**src/rtl/ctrl_pkg.sv**
```systemverilog
// ctrl_pkg: shared constants for the multi-cycle control unit.
//   - RV32 opcode values handled by the controller
//   - ALU operation codes driven on ALUop
//   - immediate-format selects driven on immSel
//   - controller state enum
package ctrl_pkg;

    localparam logic [6:0] OpcR      = 7'b0110011;
    localparam logic [6:0] OpcIAlu   = 7'b0010011;
    localparam logic [6:0] OpcLoad   = 7'b0000011;
    localparam logic [6:0] OpcStore  = 7'b0100011;
    localparam logic [6:0] OpcBranch = 7'b1100011;

    localparam logic [3:0] AluAdd  = 4'b0000;
    localparam logic [3:0] AluSub  = 4'b0001;
    localparam logic [3:0] AluAnd  = 4'b0010;
    localparam logic [3:0] AluOr   = 4'b0011;
    localparam logic [3:0] AluXor  = 4'b0100;
    localparam logic [3:0] AluSll  = 4'b0101;
    localparam logic [3:0] AluSrl  = 4'b0110;
    localparam logic [3:0] AluSra  = 4'b0111;
    localparam logic [3:0] AluSlt  = 4'b1000;
    localparam logic [3:0] AluSltu = 4'b1001;

    localparam logic [1:0] ImmI = 2'b00;
    localparam logic [1:0] ImmS = 2'b01;
    localparam logic [1:0] ImmB = 2'b10;

    typedef enum logic [2:0] {
        FETCH,
        DECODE,
        EXEC,
        MEM,
        WB,
        BR,
        TRAP
    } state_t;

    // funct3 -> ALU operation shared by R and I-ALU formats. alt selects SRA
    // over SRL; the SUB case is resolved by the caller since I-type has none.
    function automatic logic [3:0] f3_to_aluop(input logic [2:0] f3, input logic alt);
        logic [3:0] op;
        case (f3)
            3'b000:  op = AluAdd;
            3'b001:  op = AluSll;
            3'b010:  op = AluSlt;
            3'b011:  op = AluSltu;
            3'b100:  op = AluXor;
            3'b101:  op = alt ? AluSra : AluSrl;
            3'b110:  op = AluOr;
            default: op = AluAnd;
        endcase
        return op;
    endfunction

endpackage

```
**src/rtl/alu_decoder.sv**
```systemverilog
// alu_decoder: combinational decode of opcode and {funct7[5], funct3}.
//   opcode_i   - instruction opcode
//   funct_i    - {funct7[5], funct3}
//   alu_op_o   - ALU operation code
//   alu_src_o  - 1 selects the immediate as ALU operand B
//   imm_sel_o  - immediate format (I/S/B)
//   legal_o    - opcode/funct combination is supported
module alu_decoder
    import ctrl_pkg::*;
(
    input  logic [6:0] opcode_i,
    input  logic [3:0] funct_i,
    output logic [3:0] alu_op_o,
    output logic       alu_src_o,
    output logic [1:0] imm_sel_o,
    output logic       legal_o
);

    logic [2:0] f3;
    logic       f7b5;

    assign f3   = funct_i[2:0];
    assign f7b5 = funct_i[3];

    always_comb begin
        alu_op_o  = AluAdd;
        alu_src_o = 1'b0;
        imm_sel_o = ImmI;
        legal_o   = 1'b0;
        case (opcode_i)
            OpcR: begin
                // funct7[5] is only meaningful for ADD/SUB and SRL/SRA
                legal_o  = !f7b5 || (f3 == 3'b000) || (f3 == 3'b101);
                alu_op_o = (f7b5 && f3 == 3'b000) ? AluSub : f3_to_aluop(f3, f7b5);
            end
            OpcIAlu: begin
                legal_o   = 1'b1;
                alu_src_o = 1'b1;
                alu_op_o  = f3_to_aluop(f3, f7b5 && (f3 == 3'b101));
            end
            OpcLoad: begin
                legal_o   = 1'b1;
                alu_src_o = 1'b1;
            end
            OpcStore: begin
                legal_o   = 1'b1;
                alu_src_o = 1'b1;
                imm_sel_o = ImmS;
            end
            OpcBranch: begin
                // funct3 010/011 have no branch meaning
                legal_o   = (f3[2:1] != 2'b01);
                alu_op_o  = AluSub;
                imm_sel_o = ImmB;
            end
            default: ;
        endcase
    end

endmodule

```
**src/rtl/multicycle_control.sv**
```systemverilog
// multicycle_control: FETCH/DECODE/EXEC/MEM/WB/BR/TRAP sequencer for the
// multi-cycle datapath.
//   clk, rst          - clock, synchronous active-high reset
//   control           - opcode from the datapath
//   aluControl        - {funct7[5], funct3} from the datapath
//   status, zero      - ALU flags {N, Z, C, V} and zero
//   PCsrc, ALUsrc, memReadWrite, memToReg, RegWrite, immSel, ALUop
//                     - datapath controls
//   pc_write, ir_write - PC / IR load enables
//   illegal           - high while trapped on an illegal instruction
//   retired           - wrapping count of completed instructions
module multicycle_control
    import ctrl_pkg::*;
#(
    parameter int unsigned CNT_W = 16
) (
    input  logic             clk,
    input  logic             rst,
    input  logic [6:0]       control,
    input  logic [3:0]       aluControl,
    input  logic [3:0]       status,
    input  logic             zero,
    output logic             PCsrc,
    output logic             ALUsrc,
    output logic             memReadWrite,
    output logic             memToReg,
    output logic             RegWrite,
    output logic [1:0]       immSel,
    output logic [3:0]       ALUop,
    output logic             pc_write,
    output logic             ir_write,
    output logic             illegal,
    output logic [CNT_W-1:0] retired
);

    localparam logic [CNT_W-1:0] CntOne = {{(CNT_W - 1){1'b0}}, 1'b1};

    state_t           state_q, state_d;
    logic [6:0]       opcode_q;
    logic [3:0]       funct_q;
    logic [CNT_W-1:0] retired_q;

    logic [6:0] dec_opcode;
    logic [3:0] dec_funct;
    logic [3:0] dec_alu_op;
    logic       dec_alu_src;
    logic [1:0] dec_imm_sel;
    logic       dec_legal;
    logic       alu_en;
    logic       taken;
    logic       unused_status_z;

    // zero is the authoritative Z flag; status[2] duplicates it
    assign unused_status_z = status[2];

    // In DECODE the fields are not yet latched, so legality is judged on the
    // live inputs; everywhere else only the latched copy is used.
    assign dec_opcode = (state_q == DECODE) ? control : opcode_q;
    assign dec_funct  = (state_q == DECODE) ? aluControl : funct_q;

    alu_decoder u_alu_decoder (
        .opcode_i  (dec_opcode),
        .funct_i   (dec_funct),
        .alu_op_o  (dec_alu_op),
        .alu_src_o (dec_alu_src),
        .imm_sel_o (dec_imm_sel),
        .legal_o   (dec_legal)
    );

    always_comb begin
        case (funct_q[2:0])
            3'b000:  taken = zero;
            3'b001:  taken = !zero;
            3'b100:  taken = status[3] ^ status[0];
            3'b101:  taken = !(status[3] ^ status[0]);
            3'b110:  taken = !status[1];
            3'b111:  taken = status[1];
            default: taken = 1'b0;
        endcase
    end

    always_comb begin
        state_d      = state_q;
        PCsrc        = 1'b0;
        ALUsrc       = 1'b0;
        memReadWrite = 1'b0;
        memToReg     = 1'b0;
        RegWrite     = 1'b0;
        immSel       = ImmI;
        ALUop        = AluAdd;
        pc_write     = 1'b0;
        ir_write     = 1'b0;
        illegal      = 1'b0;
        alu_en       = 1'b0;
        case (state_q)
            FETCH: begin
                ir_write = 1'b1;
                state_d  = DECODE;
            end
            DECODE: begin
                if (!dec_legal) begin
                    state_d = TRAP;
                end else if (dec_opcode == OpcBranch) begin
                    state_d = BR;
                end else begin
                    state_d = EXEC;
                end
            end
            EXEC: begin
                alu_en  = 1'b1;
                state_d = (opcode_q == OpcLoad || opcode_q == OpcStore) ? MEM : WB;
            end
            MEM: begin
                alu_en = 1'b1;
                if (opcode_q == OpcStore) begin
                    memReadWrite = 1'b1;
                    pc_write     = 1'b1;
                    state_d      = FETCH;
                end else begin
                    state_d = WB;
                end
            end
            WB: begin
                alu_en   = 1'b1;
                RegWrite = 1'b1;
                memToReg = (opcode_q == OpcLoad);
                pc_write = 1'b1;
                state_d  = FETCH;
            end
            BR: begin
                alu_en   = 1'b1;
                PCsrc    = taken;
                pc_write = 1'b1;
                state_d  = FETCH;
            end
            TRAP: begin
                illegal = 1'b1;
            end
            default: state_d = FETCH;
        endcase

        // No ALU output register in the datapath: keep the ALU controls
        // steady from EXEC/BR until the instruction retires.
        if (alu_en) begin
            ALUop  = dec_alu_op;
            ALUsrc = dec_alu_src;
            immSel = dec_imm_sel;
        end

        // Suppress every write enable while reset is held so an aborted
        // instruction never commits.
        if (rst) begin
            memReadWrite = 1'b0;
            RegWrite     = 1'b0;
            pc_write     = 1'b0;
            ir_write     = 1'b0;
        end
    end

    always_ff @(posedge clk) begin
        if (rst) begin
            state_q   <= FETCH;
            opcode_q  <= '0;
            funct_q   <= '0;
            retired_q <= '0;
        end else begin
            state_q <= state_d;
            if (state_q == DECODE) begin
                opcode_q <= control;
                funct_q  <= aluControl;
            end
            if (pc_write) begin
                retired_q <= retired_q + CntOne;
            end
        end
    end

    assign retired = retired_q;

endmodule

```
**config.mk**
```make
export PLATFORM = sky130hd
export DESIGN_NAME = multicycle_control
export DESIGN_NICKNAME = d
export VERILOG_FILES = /design/src/rtl/ctrl_pkg.sv /design/src/rtl/alu_decoder.sv /design/src/rtl/multicycle_control.sv
export SDC_FILE = /design/constraint.sdc
export NUM_CORES = 1
export LEC_CHECK = 0
export CAP_MARGIN = 20
export CELL_PAD_IN_SITES_DETAIL_PLACEMENT = 1
export CELL_PAD_IN_SITES_GLOBAL_PLACEMENT = 2
export CORE_UTILIZATION = 38
export CTS_CLUSTER_SIZE = 30
export DETAILED_ROUTE_END_ITERATION = 7
export DONT_BUFFER_PORTS = 1
export PLACE_DENSITY_LB_ADDON = 0.1
export RECOVER_POWER = 50
export SLEW_MARGIN = 30
export SYNTH_ARGS = -nofsm -noshare
export SYNTH_HDL_FRONTEND = slang
export SYNTH_SLANG_ARGS = --single-unit
```
**constraint.sdc**
```tcl
create_clock -name clk -period 6.05 [get_ports clk]
set_clock_uncertainty 0.1 [all_clocks]
set_input_delay 1.21 -clock clk [delete_from_list [all_inputs] [get_ports clk]]
set_output_delay 1.21 -clock clk [all_outputs]
set_load 0.1 [all_outputs]
```
## Yosys cells after proc, flatten, opt, wreduce, memory -nomap -nowiden

Cells that the tools add are included.

| operators by class | value |
|---|---|
| add/subtract/negate cells | 1 |
| multiply operators | 0 |
| divide/modulo/power cells | 0 |
| $lt $le $gt $ge | 0 |
| equal/unequal tests | 25 |
| shift-type cells | 0 |
| mux-type cells | 33 |
| bitwise operators | 1 |
| reductions and logical operators | 15 |

Operators by type and width:

| kind | count |
|---|---|
| case mux 4 bit (7 select lines) | 2 |
| == test 3 bit (second input constant) | 10 |
| == test 7 x 6 -> 1 bit (second input constant) | 3 |
| adder 16 x 1 -> 16 bit (second input constant) | 1 |
| two-way mux 1 bit | 16 |
| case mux 3 bit (5 select lines) | 1 |
| == test 7 x 2 -> 1 bit (second input constant) | 2 |
| == test 3 x 2 -> 1 bit (second input constant) | 4 |
| two-way mux 3 bit | 4 |
| two-way mux 4 bit | 3 |
| case mux 4 bit (3 select lines) | 1 |
| == test 3 x 1 -> 1 bit (second input constant) | 3 |
| logical NOT 3 bit | 3 |
| == test 7 x 5 -> 1 bit (second input constant) | 1 |
| == test 7 bit (second input constant) | 1 |
| two-way mux 7 bit | 1 |
| case mux 1 bit (6 select lines) | 1 |
| logical NOT 1 bit | 4 |
| case mux 2 bit (2 select lines) | 1 |
| OR reduction 4 bit | 1 |
| logical OR 1 bit | 3 |
| case mux 1 bit (3 select lines) | 1 |
| OR reduction 3 bit | 1 |
| logical AND 1 bit | 2 |
| other kinds (5) | 5 |

| storage, ports and cells | value |
|---|---|
| register bits after elaboration | 30 |
| bits in latches | 0 |
| memory bits (writable) | 0 |
| bits in read-only memories | 0 |
| bits of input ports | 18 |
| output and inout port bits | 30 |
| logic and storage cells | 79 |
| memories kept | 0 |

## Longest topological paths before layout

| depth | value |
|---|---|
| depth in word-level cells | 8 |
| mapped depth | 7 |
| depth with buffers taken out | 5 |

## Cells and area by module

From an unflattened synthesis, not the netlist that was laid out.

| unflattened totals | value |
|---|---|
| cells, all modules | 228 |
| area, all modules | 1,965.6 um^2 |

By module, submodules not included:

| module | instances | cells an instance | area each (um^2) | sequential area each (um^2) |
|---|---|---|---|---|
| multicycle_control | 1 | 200 | 1,786.7 | 600.6 |
| alu_decoder | 1 | 28 | 178.9 | 0.0 |

## Worst setup path after synthesis

Ideal clock, no wire load.

| path | value |
|---|---|
| path kind | input to output |
| start | input rst |
| end | output ir_write |
| data arrival time | 4.177 ns |
| data required time | 4.740 ns |
| path slack | 0.563 ns |
| stages on the path | 2 |
| path buffers | 1 |
| cell sequence | clkbuf_1 > nor4_1 |

| between the ends | value |
|---|---|
| longest elaborated chain between the ends | 1 |

RTL lines:

| item | line | text |
|---|---|---|
| start: declaration | multicycle_control.sv:18 | `input logic rst,` |
| two-way mux 1 bit | multicycle_control.sv:152 | `if (rst) begin` |
| end: declaration | multicycle_control.sv:31 | `output logic ir_write,` |

Every way passes these cells.

## Worst setup path in the final report

| path | value |
|---|---|
| start | register opcode_q[4] |
| end | output pc_write |

| between the ends | value |
|---|---|
| longest elaborated chain between the ends | 4 |

RTL lines:

| item | line | text |
|---|---|---|
| start: declaration | multicycle_control.sv:39 | `logic [6:0] opcode_q;` |
| start signal: assignment | multicycle_control.sv:169 | `opcode_q <= control;` |
| == test 7 x 6 -> 1 bit | multicycle_control.sv:115 | `if (opcode_q == OpcStore) begin` |
| two-way mux 1 bit | multicycle_control.sv:115 |  |
| case mux 1 bit (2 select lines) | multicycle_control.sv:95 | `case (state_q)` |
| two-way mux 1 bit | multicycle_control.sv:152 |  |
| end: declaration | multicycle_control.sv:30 | `output logic pc_write,` |

Every way passes these cells.

==> qor_table.md <==
| Step | Result | Value |
|---|---|---|
| outcome | Run status | complete, but fails checks |
| outcome | Violated checks | DRC, capacitance limit, slew limit |
| setup path | Startpoint of the worst register-to-register path | opcode_q[4] |
| sta | Achievable clock frequency | 234 MHz |
| setup path | Arrival time worst endpoint | 2.97 ns |
| cts | CTS resizes | 0 |
| sta | Worst-Margin Slew | 1.89 ns |
| routing | Aggregate routed wire length | 4790 µm |
| pwr | Maximum ir drop on the vdd rail | 126 µV |
| worst hold path | Worst min-delay path category | flip-flop to flip-flop |
| global routing | Number of antenna violations at the first check in global routing | 0 |
| synthesis | Combinational family with the most area after synthesis | simple AND/OR/NAND/NOR gates |
| pwr | Net switching power figure | 189 µW |
| placement | Buffers added on ports | 0 |
| pwr | Areal power density over the cells | 254 nW/µm² |
| cells and area | Number of nets at the end of the flow | 246 |
| global routing | Largest net degree at the start of global routing | 35 |
| pwr | Fraction of power consumed by the clock network | 0.321 |
| sta | Number of setup violations in the final report | 0 |
| synthesis | Post-synthesis net count | 247 |
| synthesis | Compound-gate portion of the synthesized area | 0.152 |
| routing | DRC errors left | 6 |
| cts | Sinks on the clock net | 30 |
| sta | Final critical-path share of the clock period | 0.707 |
| placement | Routability cong. | 0.817 |
| routing | Average detailed-routed wire length per instance | 17.1 µm |
| pwr | Internal power contribution | 344 µW |
| routing | Vias/cell | 5.73 |
| sta | Final count of pins violating max slew | 28 |
| routing | ANT nets after route | 0 |
| global routing | First-pass GRT wire length | 8270 µm |
| setup path | Type of element capturing the critical path | output port |
| global routing | All-layer global routing usage | 0.205 |
| pwr | Sequential power share | 0.462 |
| synthesis | Unique masters post-synth | 45 |
| synthesis | Post-synthesis mux area share | 0.0119 |
| routing | Via count | 1603 |
| placement | Placed wire-length estimate after detailed placement | 3490 µm |
| pwr | Proportion of power drawn by combinational gates | 0.217 |
| sta | Minimum clock period after layout | 4.28 ns |
| global routing | Via count of the first global-routing pass | 1684 |
| cts | Post CTS Setup Buffer Count | 0 |
| floorplanning | Core area | 4440 µm² |
| job | Max-cap violations | 2 |
| cells and area | Diode count | 0 |
| floorplanning | DIE AREA | 5000 µm² |
| floorplanning | Starting Density | 0.403 |
| cells and area | Fillers | 527 |
| cts | Clock tree from TritonCTS | yes |
| sta | RSZ-0062 raised after global routing | false |
| setup path | Launch point of the worst path | opcode_q[4] |
| cts | Worst skew pair latency | 0.28 ns |
| global routing | Grt ovf | 0 |
| cells and area | Share of the core filled with cells in the final layout | 0.472 |
| setup path | Required time of the critical path | 4.74 ns |
| routing | First-pass DRT Iterations | 6 |
| setup path | Startpoint Class | flip-flop |
| synthesis | Basic-gate share of the synthesized area counting and, or, nand and nor cells | 0.340 |
| pwr | Leakage power figure | 0.000658 µW |
| floorplanning | # rows | 24 |
| synthesis | Sequential cell area fraction in the yosys report | 0.335 |
| synthesis | Gate count of the mapped netlist | 228 |
| cts | Clock root cell | clkbuf_8 |
| cells and area | Layout cell share with drive strength beyond 1 | 0.162 |
| sta | Rel. slew slack | -0.279 |
| synthesis | Warning count from the yosys run | 0 |
| synthesis | Syn_area_per_cell | 7.86 µm² |
| sta | Post-route setup TNS | 0 ns |
| setup path | Peak fanout along the critical path | 19 |
| cts | Clock transition at the registers of the reported paths | 0.07 ns |
| synthesis | Parity-gate share of the synthesized area counting xor and xnor cells | 0.0928 |
| synthesis | Area share of fa/ha/maj cells after synthesis | 0.00698 |
| floorplanning | Die extent in x | 70.7 µm |
| floorplanning | Boundary Pins | 48 |
| synthesis | Yosys reg bits | 30 |
| cells and area | Signed area change from the synthesized netlist to the final layout | 17.0% |
| cts | Maximum buffer depth of the clock tree | 2 |
| pwr | Sw Share | 0.354 |
| setup path | Type of the worst setup path | flip-flop to output port |
| cts | # hold bufs at CTS | 0 |
| worst hold path | Hold path startpoint | funct_q[3] |
| cts | TritonCTS Buffers | 5 |
| pwr | Total power after layout | 533 µW |
| routing | DRC marker count from the first detailed-route iteration | 42 |
| cts | # H-tree levels | 2 |
| sta | Final Hold Fails | 0 |
| synthesis | Synthesized cell area | 1790 µm² |
| floorplanning | Die height | 70.7 µm |
final timing paths:
path	cells past startpoint	end	slack [ns]
worst min-delay path	2	funct_q[3]	0.35
worst max register to register	5	retired[9]	3.02
worst min register to register	2	funct_q[3]	0.35
worst max-delay path	3	pc_write	1.77
cells in the final DEF (no fill, tap or decap), types with 4 or more instances in the layout:
master,count
xnor2_1,15
clkbuf_8,6
xor2_1,4
nand2_1,36
nor2b_1,5
o21ai_0,9
dfxtp_1,30
nor3_1,4
a21oi_1,17
nor2_1,21
nor4_1,4
or3_1,6
clkbuf_16,4
nand3_1,6
layout make-up:
type	instances	area (µm²)	share of cell area
Multi-Input combinational cell	177	1140	0.546
Sequential cell	30	601	0.286
Timing Repair Buffer	10	181	0.0865
Clock buffer	6	82.6	0.0394
Clock inverter	2	12.5	0.00596
Tap cell	52	65.1	0.0310
Inverter	3	11.3	0.00537
power groups by stage:
stage	combinational, µW	sequential (µW)	clock, µW
4_1_cts	119	246	176
3_5_place_dp	118	251	0
6_report	116	246	171
5_1_grt	128	250	184
2_1_floorplan	112	231	0
3_3_place_gp	112	249	0
worst max-delay path, cell delays in order (launching register included):
cell      delay, ns
dfxtp_1        0.59
and4bb_1       0.29
a41oi_1        1.41
nor2_4         0.40
cells in the mapped netlist (all sizes together):
master | number | area (µm²)
nand2 | 36 | 135
mux2 | 1 | 11.3
o31ai | 1 | 7.51
a21o | 1 | 7.51
buf | 8 | 61.3
nor4b | 4 | 47.6
inv | 3 | 11.3
xor2 | 4 | 35.0
or3 | 6 | 37.5
nand2b | 3 | 18.8
xnor2 | 15 | 131
nor4 | 7 | 58.8
o21a | 1 | 7.51
a41oi | 1 | 27.5
and4bb | 2 | 25.0
nand4bb | 1 | 11.3
or2 | 1 | 6.26
nand4b | 1 | 8.76
nor4bb | 1 | 10.0
ha | 1 | 12.5
a41o | 1 | 10.0
o32ai | 1 | 8.76
mux2i | 1 | 10.0
o211ai | 3 | 22.5
dfxtp | 30 | 601
o21ai | 9 | 45.0
nand3 | 6 | 30.0
nand4 | 3 | 18.8
o22ai | 1 | 6.26
nor3 | 7 | 35.0
clkbuf | 10 | 37.5
a2111oi | 2 | 17.5
nor2b | 5 | 31.3
nor2 | 24 | 90.1
a21oi | 21 | 105
or3b | 1 | 8.76
and4 | 1 | 8.76
nor3b | 3 | 27.5
a211oi | 1 | 7.51
per-layer routing:
| layer | global-route usage | routed length, µm | vias up |
|---|---|---|---|
| li1 | - | - | 792 |
| met2 | 0.357 | 2420 | 28 |
| met1 | 0.252 | 2110 | 778 |
| met4 | 0.0533 | 38 | 0 |
| met5 | 0 | 0 | - |
| met3 | 0.0499 | 226 | 5 |
cell families after synthesis:
kind of cell	Yosys count
AO/OA/AOI/OAI	43
flip-flops	30
AND/OR/NAND/NOR	112
multiplexers	2
adder cells (fa/ha/maj)	1
XOR/XNOR	19
buffers and inverters	21
flip-flops by register name, indices dropped and copies added (netlist names):
register	cells
funct_q	4
retired	16
opcode_q	7
state_q	3
metrics by stage:
stage                     cell area, µm²  setup WS, ns  hold slack (ns)  instances
after floorplan                     1790         0.563            0.332        228
after global placement              2000          1.94            0.335        272
after detailed placement            2040          1.94            0.348        272
after CTS                           2130          1.92            0.357        280
after global routing                2100          1.48            0.389        280
final                               2100          1.77            0.353        280
Note: power is estimated with default switching activity, not from simulation.
==> edit (same flow settings) <==
Re-encode `state_t` (7 states) as one-hot, 7 bits wide.
--- a/src/rtl/ctrl_pkg.sv
+++ b/src/rtl/ctrl_pkg.sv
@@ -26,14 +26,14 @@
     localparam logic [1:0] ImmS = 2'b01;
     localparam logic [1:0] ImmB = 2'b10;
 
-    typedef enum logic [2:0] {
-        FETCH,
-        DECODE,
-        EXEC,
-        MEM,
-        WB,
-        BR,
-        TRAP
+    typedef enum logic [6:0] {
+        FETCH  = 7'b0000001,
+        DECODE = 7'b0000010,
+        EXEC   = 7'b0000100,
+        MEM    = 7'b0001000,
+        WB     = 7'b0010000,
+        BR     = 7'b0100000,
+        TRAP   = 7'b1000000
     } state_t;
 
     // funct3 -> ALU operation shared by R and I-ALU formats. alt selects SRA
Check against the original RTL: no difference found for any inputs over 10 cycles, from zero or initial values and one cycle with rst high; not proved beyond that.
==> edit against the unedited design <==
Sequential cell count grew 4; wire length grew 11%; cell area grew 10%; worst setup slack lost 0.34 ns; critical path type unchanged; critical path depth grew 2; synthesized area grew 13%; die area grew 13%; largest cell class unchanged.
Power is not compared: it rests on default switching activity, and its combinational part moved more than twofold at a synthesized area within 25%.
==> edit: results (changes against the unedited design) <==
run_status:
  status: "finished clean"  # was finished with violations
clock_network:
  clk_pin_slew_ns: 0.08
  cts.sinks: 34  # was 30
synthesis:
  ys_top_cells_by_area: "dfxtp_1 34%, a21oi_1 6.9%, nand2_1 5.5%"  # was dfxtp_1 33%, nand2_1 7.5%, xnor2_1 7.3%
  synthTopCellsByCount: "34 x dfxtp_1, 30 x nand2_1, 28 x a21oi_1"  # was 36 x nand2_1, 30 x dfxtp_1, 24 x nor2_1
  syn-num-nets: 277  # was 247
  yosysSeqAreaShare: 0.335  # about the same
  synth_cell_type_count: 53  # was 45
  avgSynthCellArea_um2: 7.87  # was 7.86 um2
drt:
  first_pass_iters: 4  # was 6
  route.met3.wl_um: 198  # was 226 um
  viasPerCell: 5.83  # was 5.73
  routed_wl_um: 5320  # was 4790 um
  routedWlPerCell_um: 16.3  # was 17.1 um
  met1_length_um: 2670  # was 2110 um
global_route:
  grt_pass1_vias: 1730  # was 1,684
  grt_first_pass_wirelength_um: 8560  # was 8270 um
  grt_util_met3: 0.0656  # was 0.0499
  use_met1: 0.276  # was 0.252
  groute.layer.met2.usage: 0.310  # was 0.357
  grt.total_usage: 0.203  # was 0.205
pwr:
  p_int_w: 0.000426
place:
  dpl_worst_slack_ns: 1.49  # was 1.94 ns
  placed_area_um2: 2200  # was 2040 um2
  routabilityCongestion: 0.736  # was 0.817
  place_hpwl_um: 3790  # was 3490 um
  dp_cells: 319  # was 272
final_layout:
  largest_register_ffs: 16  # unchanged
  nFillCells: 664  # was 527
  inverters_excl_clock: 4  # was 3
  seq_share: 0.295  # was 0.286
  multi_input_gates: 205  # was 177
  buffer_area_frac: 0.0249  # was 0.0865
  clkCellAreaFrac: 0.0616  # was 0.0453
  n_all_buffers: 6  # was 10
  drive_gt1_frac: 0.125  # was 0.162
  multi_input_area_share: 0.574  # was 0.546
setup_path:
  rrSetupSlack_ns: 3.09  # was 3.02 ns
  rr_endpoint: "retired[14]$_SDFFE_PP0P_"  # was retired[9]$_SDFFE_PP0P_
  r2r-start: "retired[5]$_SDFFE_PP0P_"  # was opcode_q[4]$_SDFF_PP0_
  worstSetupEndpoint: "ALUop[1]"  # was pc_write
  worstSetupStartpoint: "state_q[4]$_SDFFE_PP0N_"  # was opcode_q[4]$_SDFF_PP0_
timing:
  fin_crit_ns: 4.61  # was 4.28 ns
  tightest_slew_ns: 1.35  # was 1.89 ns
hold_path:
  min-delay-start: "funct_q[3]$_SDFF_PP0_"  # unchanged
-- edit: worst max-delay path: stages, from the launching register on --
cell	delay [ns]
dfxtp_1	0.37
nor4_1	0.50
nand3_1	0.71
mux2_2	0.52
nor2_1	0.12
o21a_1	0.77
-- edit: per-stage QoR --
| stage | hold slack (ns) | util | power [W] |
|---|---|---|---|
| after CTS | 0.352 | 0.456 | 0.000568 |
| after detailed placement | 0.342 | 0.428 | 0.000303 |
| after global placement | 0.332 | 0.421 | 0.000302 |
| after floorplan | 0.332 | - | 0.000295 |
| final | 0.352 | 0.451 | 0.000559 |
| after global routing | 0.392 | 0.451 | 0.000585 |
-- edit: kinds of logic (layout without fill, tap and decap cells) --
group                      after synthesis  after routing  share of synthesized area
adders and majority gates                1              1                    0.00616
buffers and inverters                   19             18                     0.0400
muxes                                    4              4                     0.0209
DFF                                     34             34                      0.335
AOI/OAI and AO/OA                       67             67                      0.216
and+or+nand+nor                        127            127                      0.356
xor gates and xnor gates                 6              6                     0.0259
